`src/rtl/lsu_pkg.sv`:
```
// Shared types and decode helpers for the load/store data-memory master.
// Build option: LSU_MISALIGN_SPLIT_EN selects splitting of word-crossing accesses.
package lsu_pkg;

   localparam logic [2:0] SIZE_B = 3'b001;
   localparam logic [2:0] SIZE_H = 3'b010;
   localparam logic [2:0] SIZE_W = 3'b100;

   typedef enum logic [1:0] {IDLE, ACC0, ACC1, DONE} state_t;

   // Priority decode: widest set bit wins, zero-hot falls back to a byte.
   function automatic logic [2:0] size_norm(input logic [2:0] size);
      if (size[2])      return SIZE_W;
      else if (size[1]) return SIZE_H;
      else              return SIZE_B;
   endfunction

   function automatic logic [3:0] size_mask(input logic [2:0] size);
      case (size_norm(size))
         SIZE_W:  return 4'hF;
         SIZE_H:  return 4'h3;
         default: return 4'h1;
      endcase
   endfunction

   function automatic logic is_cross(input logic [2:0] size, input logic [1:0] off);
      return ((size_norm(size) == SIZE_W) && (off != 2'd0)) ||
             ((size_norm(size) == SIZE_H) && (off == 2'd3));
   endfunction

endpackage

```
`src/rtl/lsu_dmem_master_if.sv`:
```
// Core request/response and RAM port bundle of the data-memory master.
// master = the LSU itself, slave = the core/RAM environment around it.
interface lsu_dmem_master_if #(parameter int RAM_AW = 9) ();

   logic              req_valid;
   logic              req_ready;
   logic              req_write;
   logic [31:0]       req_addr;
   logic [31:0]       req_wdata;
   logic [2:0]        req_size;
   logic              req_se;

   logic              rsp_valid;
   logic [31:0]       rsp_rdata;
   logic              rsp_err;

   logic              ram_en;
   logic              ram_we;
   logic [3:0]        ram_be;
   logic [RAM_AW-1:0] ram_addr;
   logic [31:0]       ram_wdata;
   logic [31:0]       ram_rdata;

   modport master (
      input  req_valid, req_write, req_addr, req_wdata, req_size, req_se, ram_rdata,
      output req_ready, rsp_valid, rsp_rdata, rsp_err,
             ram_en, ram_we, ram_be, ram_addr, ram_wdata
   );

   modport slave (
      output req_valid, req_write, req_addr, req_wdata, req_size, req_se, ram_rdata,
      input  req_ready, rsp_valid, rsp_rdata, rsp_err,
             ram_en, ram_we, ram_be, ram_addr, ram_wdata
   );

endinterface

```
`src/rtl/lsu_align.sv`:
```
// Combinational lane alignment: store data/byte-mask shift over a two-word window,
// load data shift-down, truncation and zero/sign extension.
import lsu_pkg::*;

module lsu_align (
   input  logic [1:0]  off,
   input  logic [2:0]  size,
   input  logic        se,
   input  logic [31:0] wdata,
   input  logic [31:0] rd0,
   input  logic [31:0] rd1,
   output logic [3:0]  be0,
   output logic [3:0]  be1,
   output logic [31:0] wlo,
   output logic [31:0] whi,
   output logic [31:0] rdata
);

   logic [7:0]  mask;
   logic [63:0] wshift;
   logic [63:0] rshift;

   assign mask         = {4'b0000, size_mask(size)} << off;
   assign {be1, be0}   = mask;
   assign wshift       = {32'b0, wdata} << {off, 3'b000};
   assign {whi, wlo}   = wshift;
   assign rshift       = {rd1, rd0} >> {off, 3'b000};

   always_comb begin
      // NOTE: default assignment first so every path drives rdata and no latch is inferred.
      rdata = rshift[31:0];
      case (size_norm(size))
         SIZE_H:  rdata = {{16{se & rshift[15]}}, rshift[15:0]};
         SIZE_B:  rdata = {{24{se & rshift[7]}},  rshift[7:0]};
         default: rdata = rshift[31:0];
      endcase
   end

endmodule

```
`src/rtl/lsu_dmem_master.sv`:
```
// Load/store initiator onto a single-port synchronous RAM with byte enables.
// Build option LSU_MISALIGN_SPLIT_EN: split word-crossing accesses instead of rejecting them.
import lsu_pkg::*;

module lsu_dmem_master #(
   parameter int RAM_AW = 9
) (
   input  logic                  clock,
   input  logic                  reset_n,
   lsu_dmem_master_if.master     bus
);

`ifdef LSU_MISALIGN_SPLIT_EN
   localparam bit SPLIT_EN = 1'b1;
`else
   localparam bit SPLIT_EN = 1'b0;
`endif

   localparam int AW = RAM_AW + 2;

   state_t            state;
   logic              r_write;
   logic              r_se;
   logic              r_cross;
   logic [AW-1:0]     r_addr;
   logic [31:0]       r_wdata;
   logic [2:0]        r_size;
   logic [31:0]       rd0;

   logic              idle;
   logic [AW-1:0]     a_addr;
   logic [31:0]       a_wdata;
   logic [2:0]        a_size;
   logic              a_cross;
   logic [RAM_AW-1:0] w0;
   logic [RAM_AW-1:0] w1;
   logic [3:0]        be0;
   logic [3:0]        be1;
   logic [31:0]       wlo;
   logic [31:0]       whi;
   logic [31:0]       rd_ext;
   logic              unused_addr_hi;

   // The first RAM cycle is launched on the accept edge, so alignment sees
   // the live request while idle and the latched copy afterwards.
   assign idle    = (state == IDLE);
   assign a_addr  = idle ? bus.req_addr[AW-1:0] : r_addr;
   assign a_wdata = idle ? bus.req_wdata        : r_wdata;
   assign a_size  = idle ? bus.req_size         : r_size;
   assign a_cross = is_cross(a_size, a_addr[1:0]);
   assign w0      = a_addr[AW-1:2];
   assign w1      = w0 + {{(RAM_AW-1){1'b0}}, 1'b1};

   assign unused_addr_hi = ^bus.req_addr[31:AW];

   lsu_align u_align (
      .off   (a_addr[1:0]),
      .size  (a_size),
      .se    (r_se),
      .wdata (a_wdata),
      .rd0   (r_cross ? rd0 : bus.ram_rdata),
      .rd1   (bus.ram_rdata),
      .be0   (be0),
      .be1   (be1),
      .wlo   (wlo),
      .whi   (whi),
      .rdata (rd_ext)
   );

   assign bus.rsp_rdata = (bus.rsp_valid && !bus.rsp_err && !r_write) ? rd_ext : 32'b0;

   always_ff @(posedge clock or negedge reset_n) begin
      if (!reset_n) begin
         state         <= IDLE;
         bus.req_ready <= 1'b1;
         bus.rsp_valid <= 1'b0;
         bus.rsp_err   <= 1'b0;
         bus.ram_en    <= 1'b0;
         bus.ram_we    <= 1'b0;
         bus.ram_be    <= '0;
         bus.ram_addr  <= '0;
         bus.ram_wdata <= '0;
         r_write       <= 1'b0;
         r_se          <= 1'b0;
         r_cross       <= 1'b0;
         r_addr        <= '0;
         r_wdata       <= '0;
         r_size        <= '0;
         rd0           <= '0;
      end else begin
         // NOTE: non-blocking assignments everywhere so each decision uses pre-edge state.
         bus.rsp_valid <= 1'b0;
         bus.rsp_err   <= 1'b0;
         bus.ram_en    <= 1'b0;
         bus.ram_we    <= 1'b0;
         unique case (state)
            IDLE: begin
               if (bus.req_valid) begin
                  r_write       <= bus.req_write;
                  r_se          <= bus.req_se;
                  r_cross       <= a_cross;
                  r_addr        <= a_addr;
                  r_wdata       <= bus.req_wdata;
                  r_size        <= bus.req_size;
                  bus.req_ready <= 1'b0;
                  if (a_cross && !SPLIT_EN) begin
                     state         <= DONE;
                     bus.rsp_valid <= 1'b1;
                     bus.rsp_err   <= 1'b1;
                  end else begin
                     state         <= ACC0;
                     bus.ram_en    <= 1'b1;
                     bus.ram_we    <= bus.req_write;
                     bus.ram_be    <= be0;
                     bus.ram_addr  <= w0;
                     bus.ram_wdata <= wlo;
                  end
               end
            end
            ACC0: begin
               if (r_cross) begin
                  state         <= ACC1;
                  bus.ram_en    <= 1'b1;
                  bus.ram_we    <= r_write;
                  bus.ram_be    <= be1;
                  bus.ram_addr  <= w1;
                  bus.ram_wdata <= whi;
               end else begin
                  state         <= DONE;
                  bus.rsp_valid <= 1'b1;
               end
            end
            ACC1: begin
               rd0           <= bus.ram_rdata;
               state         <= DONE;
               bus.rsp_valid <= 1'b1;
            end
            DONE: begin
               state         <= IDLE;
               bus.req_ready <= 1'b1;
            end
            default: state <= IDLE;
         endcase
      end
   end

endmodule

```
`src/flat_wrapper.sv`:
```
// flat-port wrapper written by rule: the top's interface ports become plain ports
module lsu_dmem_master_flat 
#(
   parameter int RAM_AW = 9
)
  (clock, reset_n, bus_req_valid, bus_req_write, bus_req_addr, bus_req_wdata, bus_req_size, bus_req_se, bus_ram_rdata, bus_req_ready, bus_rsp_valid, bus_rsp_rdata, bus_rsp_err, bus_ram_en, bus_ram_we, bus_ram_be, bus_ram_addr, bus_ram_wdata);
  lsu_dmem_master_if #(.RAM_AW(RAM_AW)) bus_i ();
  input  logic clock;
  input  logic reset_n;
  input wire logic [$bits(bus_i.req_valid)-1:0] bus_req_valid;
  input wire logic [$bits(bus_i.req_write)-1:0] bus_req_write;
  input wire logic [$bits(bus_i.req_addr)-1:0] bus_req_addr;
  input wire logic [$bits(bus_i.req_wdata)-1:0] bus_req_wdata;
  input wire logic [$bits(bus_i.req_size)-1:0] bus_req_size;
  input wire logic [$bits(bus_i.req_se)-1:0] bus_req_se;
  input wire logic [$bits(bus_i.ram_rdata)-1:0] bus_ram_rdata;
  output wire logic [$bits(bus_i.req_ready)-1:0] bus_req_ready;
  output wire logic [$bits(bus_i.rsp_valid)-1:0] bus_rsp_valid;
  output wire logic [$bits(bus_i.rsp_rdata)-1:0] bus_rsp_rdata;
  output wire logic [$bits(bus_i.rsp_err)-1:0] bus_rsp_err;
  output wire logic [$bits(bus_i.ram_en)-1:0] bus_ram_en;
  output wire logic [$bits(bus_i.ram_we)-1:0] bus_ram_we;
  output wire logic [$bits(bus_i.ram_be)-1:0] bus_ram_be;
  output wire logic [$bits(bus_i.ram_addr)-1:0] bus_ram_addr;
  output wire logic [$bits(bus_i.ram_wdata)-1:0] bus_ram_wdata;
  assign bus_i.req_valid = bus_req_valid;
  assign bus_i.req_write = bus_req_write;
  assign bus_i.req_addr = bus_req_addr;
  assign bus_i.req_wdata = bus_req_wdata;
  assign bus_i.req_size = bus_req_size;
  assign bus_i.req_se = bus_req_se;
  assign bus_i.ram_rdata = bus_ram_rdata;
  assign bus_req_ready = bus_i.req_ready;
  assign bus_rsp_valid = bus_i.rsp_valid;
  assign bus_rsp_rdata = bus_i.rsp_rdata;
  assign bus_rsp_err = bus_i.rsp_err;
  assign bus_ram_en = bus_i.ram_en;
  assign bus_ram_we = bus_i.ram_we;
  assign bus_ram_be = bus_i.ram_be;
  assign bus_ram_addr = bus_i.ram_addr;
  assign bus_ram_wdata = bus_i.ram_wdata;
  lsu_dmem_master #(.RAM_AW(RAM_AW)) u_core (.clock(clock), .reset_n(reset_n), .bus(bus_i));
endmodule
```
`config.mk`:
```
export PLATFORM = sky130hd
export DESIGN_NAME = lsu_dmem_master_flat
export DESIGN_NICKNAME = d
export VERILOG_FILES = /design/src/rtl/lsu_pkg.sv /design/src/rtl/lsu_dmem_master_if.sv /design/src/rtl/lsu_align.sv /design/src/rtl/lsu_dmem_master.sv /design/src/flat_wrapper.sv
export SDC_FILE = /design/constraint.sdc
export NUM_CORES = 1
export LEC_CHECK = 0
export CAP_MARGIN = 20
export CORE_UTILIZATION = 54
export CTS_BUF_LIST = sky130_fd_sc_hd__clkbuf_8
export DETAILED_ROUTE_END_ITERATION = 6
export GPL_ROUTABILITY_DRIVEN = 0
export MAX_ROUTING_LAYER = met4
export PLACE_DENSITY = 0.84
export SYNTH_ARGS = -nofsm -noshare
export SYNTH_HDL_FRONTEND = slang
export SYNTH_SLANG_ARGS = --single-unit
```
`constraint.sdc`:
```
create_clock -name clock -period 3.21 [get_ports clock]
set_input_delay 0.4815 -clock clock [delete_from_list [all_inputs] [get_ports clock]]
set_output_delay 0.4815 -clock clock [all_outputs]
set_load 0.02 [all_outputs]
```
==> results by stage <==
Route:
- Across all layers, the routed design uses 7923 vias.
- The post-detailed-route wirelength per cell is 19.31 µm.
- After the first detailed-routing iteration, the DRC count stood at 661.
- The DRC violation count after routing is 0.
- After detailed routing, the number of vias per cell comes to 5.975.
- The count of nets left with antenna violations once routing finished came out at 0.
- Wires add up to 25610 µm.
- The iteration count of the initial detailed-routing pass is 5.

Timing:
- The final clock period utilization by the worst path is 1.033.
- The final critical delay including setup and external delays is 3316 ps.
- The count of final setup violators is 12.
- Setup repair after global routing could not meet its margin everywhere.
- The maximum clock skew at final layout is 16.31 ps.
- The number of endpoints with negative hold slack in the final report is 0.
- In this run the tightest slew margin relative to its limit is 0.5458.
- The fmax is 301.6 MHz.
- The tightest hold margin is 26.74 ps.
- The measured slew at the worst slew-check pin is 679.6 ps.
- Adding up every negative setup slack in the final design gives -769.3 ps.
- The final max-slew violation count came to 0.
- The slack of the critical path is -106.0 ps.

Clock tree:
- The clock transition at the registers of the reported paths is 80 ps.
- In this run the number of H-tree levels came out at 4.
- The clock net sink count is 132.
- No sink is reached through more buffers than the 2 on the longest clock path.
- TritonCTS built the clock tree.
- The insertion delay to the later sink of the worst-skew pair is 450 ps.
- Clock tree synthesis selected as its root buffer the cell sky130_fd_sc_hd__clkbuf_8.
- The CTS buffer count is 17.

Synthesis:
- The mean instance size in the synthesized netlist is 9.514 µm².
- Synthesis handed over a netlist of 932 instances.
- The share of synthesized registers carrying an async set or reset is 1.000.
- The dominant synthesized flop cell is sky130_fd_sc_hd__dfrtp_1.
- The share of the Yosys chip area taken by registers is 0.3727.
- When the netlist entered floorplanning its net count stood at 1041.
- The synthesized design contains 132 register bits.
- The biggest area contributor in the post-synthesis netlist is sky130_fd_sc_hd__dfrtp_1.
- Yosys mapped a number of flops with a built-in enable equal to 0.
- The fraction of synthesized cell area taken by the top area cell type is 0.3697.
- The synthesized netlist occupies a cell area of 8867 µm².
- For this run, the number of Yosys warnings is 0.
- The distinct cell type count of the synthesized netlist is 51.
- Sorting the synthesized cells by area gives the leading types as sky130_fd_sc_hd__dfrtp_1, sky130_fd_sc_hd__mux2i_1, sky130_fd_sc_hd__mux2_2.

Setup path:
- The critical path contains buffers and inverters numbering 3 combined.
- The critical path in this run is classified as reg2out.
- The largest incremental delay on the critical path is 480 ps.
- The cell repeated most along the worst path is sky130_fd_sc_hd__mux2i_4.
- For the worst setup path, the data required time is 2730 ps.
- The startpoint kind of the worst setup timing path is a flip-flop.
- STA classifies the critical path endpoint as an output port.
- Walking the worst path, the cells encountered are inv_2, ha_4, mux2i_4, buf_6, mux2i_4, mux2i_4, or3_4, a21oi_2, buf_6.
- The top fanout value on the critical path is 8.
- The kind of cell adding the most delay to the critical path is multiplexers.
- On the critical path, the stage with the largest delay is an instance of sky130_fd_sc_hd__or3_4.
- STA puts the critical path data arrival time at 2830 ps.

Power and ir drop:
- The share of total power dissipated in the clock network is 0.110.
- The sequential fraction of design power is 0.223.
- For this design the static power due to leakage is 0.005235 µW.
- The switching fraction of total power is 0.4379.
- The design draws 13300 µW.
- The worst-case IR drop observed on VDD is 485.1 µV.
- Summed over all nets, the switching power comes to 5822 µW.
- The internal power component is 7473 µW.
- The power per unit of standard cell area is 1163 nW/µm².
- The share of total power dissipated in combinational logic is 0.666.

Placed design:
- The worst setup slack after placement is -320.1 ps.
- Summed over all nets, the half-perimeter wirelength after detailed placement is 16910 µm.
- The number of placed instances, taps included is 1282.
- The count of buffers inserted at the top-level ports is 163.

Finish:
- At the end of the flow, the number of nets in the layout was 1208.
- In the layout the commonest cells are sky130_fd_sc_hd__nand2_1, sky130_fd_sc_hd__clkdlybuf4s50_1, sky130_fd_sc_hd__dfrtp_1.
- Of the cells placed in the final design, the portion with a size suffix greater than 1 is 0.2631.
- The final non-filler cell total is 1326.
- The area growth from synthesis to layout is 28.87%.
- The repair_antennas step left the layout with diodes totalling 0.
- The library cell used most frequently in the layout, excluding fill and tap cells, is sky130_fd_sc_hd__nand2_1.

Min path:
- The class of the tightest hold or removal check is in2async.

Job:
- Max-cap violations in this run came to 0.

GRT:
- The total congestion overflow after global routing is 0.
- The first-pass GRT wire length is 39920 µm.
- Entering global routing, the biggest net connects 70 pins.
- The number of antenna violations at the first check in global routing is 0.
- For this run, the total global-route usage over all layers was measured as 0.3170.
- The number of global-route vias before repair came to 7856.

Floorplan:
- The region available for standard cell placement spans 15940 µm².
- The effective utilization at floorplan is 0.5562.
- The die covers 16940 µm².
- From left edge to right edge, the die measures 130.1 µm.
- Measured along the y axis, the die boundary spans 130.1 µm.
- The top-level I/O count is 186.
- In this run the core area contains 46 standard-cell rows.

Status:
- The flow ran to the end, but the final reports show violations.
- The final reports fail on negative setup slack.
==> state kept, by name, indices dropped and copies added (netlist names), 2 cells and up <==
signal / count
u_core.r_wdata: 32
u_core.bus.ram_addr: 9
u_core.bus.ram_be: 4
u_core.r_addr: 11
u_core.state: 2
u_core.bus.ram_wdata: 32
u_core.r_size: 2
u_core.rd0: 32
==> cell usage after synthesis, types with 3 or more instances <==
master and number:
sky130_fd_sc_hd__nand2_1 218, sky130_fd_sc_hd__dfrtp_1 131, sky130_fd_sc_hd__mux2i_1 95, sky130_fd_sc_hd__mux2_2 82, sky130_fd_sc_hd__nor2_1 55, sky130_fd_sc_hd__a21oi_1 45
sky130_fd_sc_hd__mux2_4 41, sky130_fd_sc_hd__clkbuf_1 38, sky130_fd_sc_hd__o22ai_1 26, sky130_fd_sc_hd__o21ai_0 22, sky130_fd_sc_hd__buf_2 21, sky130_fd_sc_hd__nand3_1 21
sky130_fd_sc_hd__o211ai_1 11, sky130_fd_sc_hd__a31oi_1 10, sky130_fd_sc_hd__buf_4 10, sky130_fd_sc_hd__nor3_1 10, sky130_fd_sc_hd__a21o_1 9, sky130_fd_sc_hd__a211oi_1 8
sky130_fd_sc_hd__or3_1 8, sky130_fd_sc_hd__mux4_2 7, sky130_fd_sc_hd__a31o_2 6, sky130_fd_sc_hd__inv_1 6, sky130_fd_sc_hd__ha_1 5, sky130_fd_sc_hd__xnor2_1 5
sky130_fd_sc_hd__buf_12 4, sky130_fd_sc_hd__a41oi_1 3, sky130_fd_sc_hd__buf_6 3, sky130_fd_sc_hd__nor2b_1 3
==> repair_timing <==
action,4_1_cts,5_1_grt
cloned,1,0
pin swaps,4,6
gates resized for setup,123,49
hold buffers,0,0
setup endpoints to repair,32,31
setup buffers,5,8
==> per-layer routing <==
metal / wire length [µm] / vias up / track usage
li1: - / 3617 / -
met5: 0 / - / -
met2: 12770 / 388 / 0.5263
met3: 1973 / 64 / 0.05740
met4: 858 / 0 / 0.1334
met1: 10000 / 3854 / 0.3786
==> per-stage QoR <==
step                        util  instance area (µm²)
after floorplan                -                 8867
after global placement    0.6792                10830
after detailed placement  0.6792                10830
after CTS                 0.7149                11400
after global routing      0.7168                11430
final                     0.7168                11430
==> power groups by stage <==
stage / Clock (µW) / Sequential [µW] / Combinational, µW
global route: 1560 / 3050 / 9460
CTS: 1490 / 2950 / 8620
global placement: 0 / 2920 / 8120
finish: 1470 / 2970 / 8860
floorplan: 0 / 3110 / 5690
detailed placement: 0 / 2960 / 8320
==> final timing paths <==
kind                                                         to  depth (start not counted)                            from  slack (ps)
setup / recovery                              bus_rsp_rdata[13]                          9     u_core.state[0]$_DFFE_PN0P_        -110
hold reg to reg                  u_core.r_wdata[30]$_DFFE_PN0P_                          2  u_core.r_wdata[30]$_DFFE_PN0P_         470
hold / removal                       u_core.rd0[23]$_DFFE_PN0P_                          1                         reset_n          30
setup reg to reg           u_core.bus.ram_wdata[31]$_DFFE_PN0P_                         11     u_core.state[0]$_DFFE_PN0P_         250
max in group asynchronous      u_core.bus.req_ready$_DFFE_PN1P_                          2                         reset_n        2410
min in group clock               u_core.r_wdata[30]$_DFFE_PN0P_                          2  u_core.r_wdata[30]$_DFFE_PN0P_         470
==> cell type report <==
class,instances,area (µm²)
fill,1150,4516
timing repair buffer,226,2162
multi-input combinational,716,5260
sequential,132,3306
inverter,6,22.52
tap,216,270.3
clock buffer,20,275.3
clock inverter,10,131.4
==> worst register-to-register path: stages, from the launching register on <==
cell and delay [ps]:
sky130_fd_sc_hd__dfrtp_1 400, sky130_fd_sc_hd__inv_2 90, sky130_fd_sc_hd__ha_4 170, sky130_fd_sc_hd__buf_4 120, sky130_fd_sc_hd__buf_4 150, sky130_fd_sc_hd__mux2_4 380
sky130_fd_sc_hd__buf_12 180, sky130_fd_sc_hd__buf_4 260, sky130_fd_sc_hd__a31oi_4 250, sky130_fd_sc_hd__a32o_4 180, sky130_fd_sc_hd__buf_12 260, sky130_fd_sc_hd__mux2_2 410
==> logic make-up after synthesis <==
kind of cell	Yosys count	synth area share
xor gates and xnor gates	7	0.006914
AOI/OAI and AO/OA	152	0.1095
DFF	132	0.3727
and+or+nand+nor	324	0.1483
muxes	228	0.3029
adders and majority gates	5	0.007055
buffers and inverters	84	0.05263
Note: power is estimated with default switching activity, not from simulation.
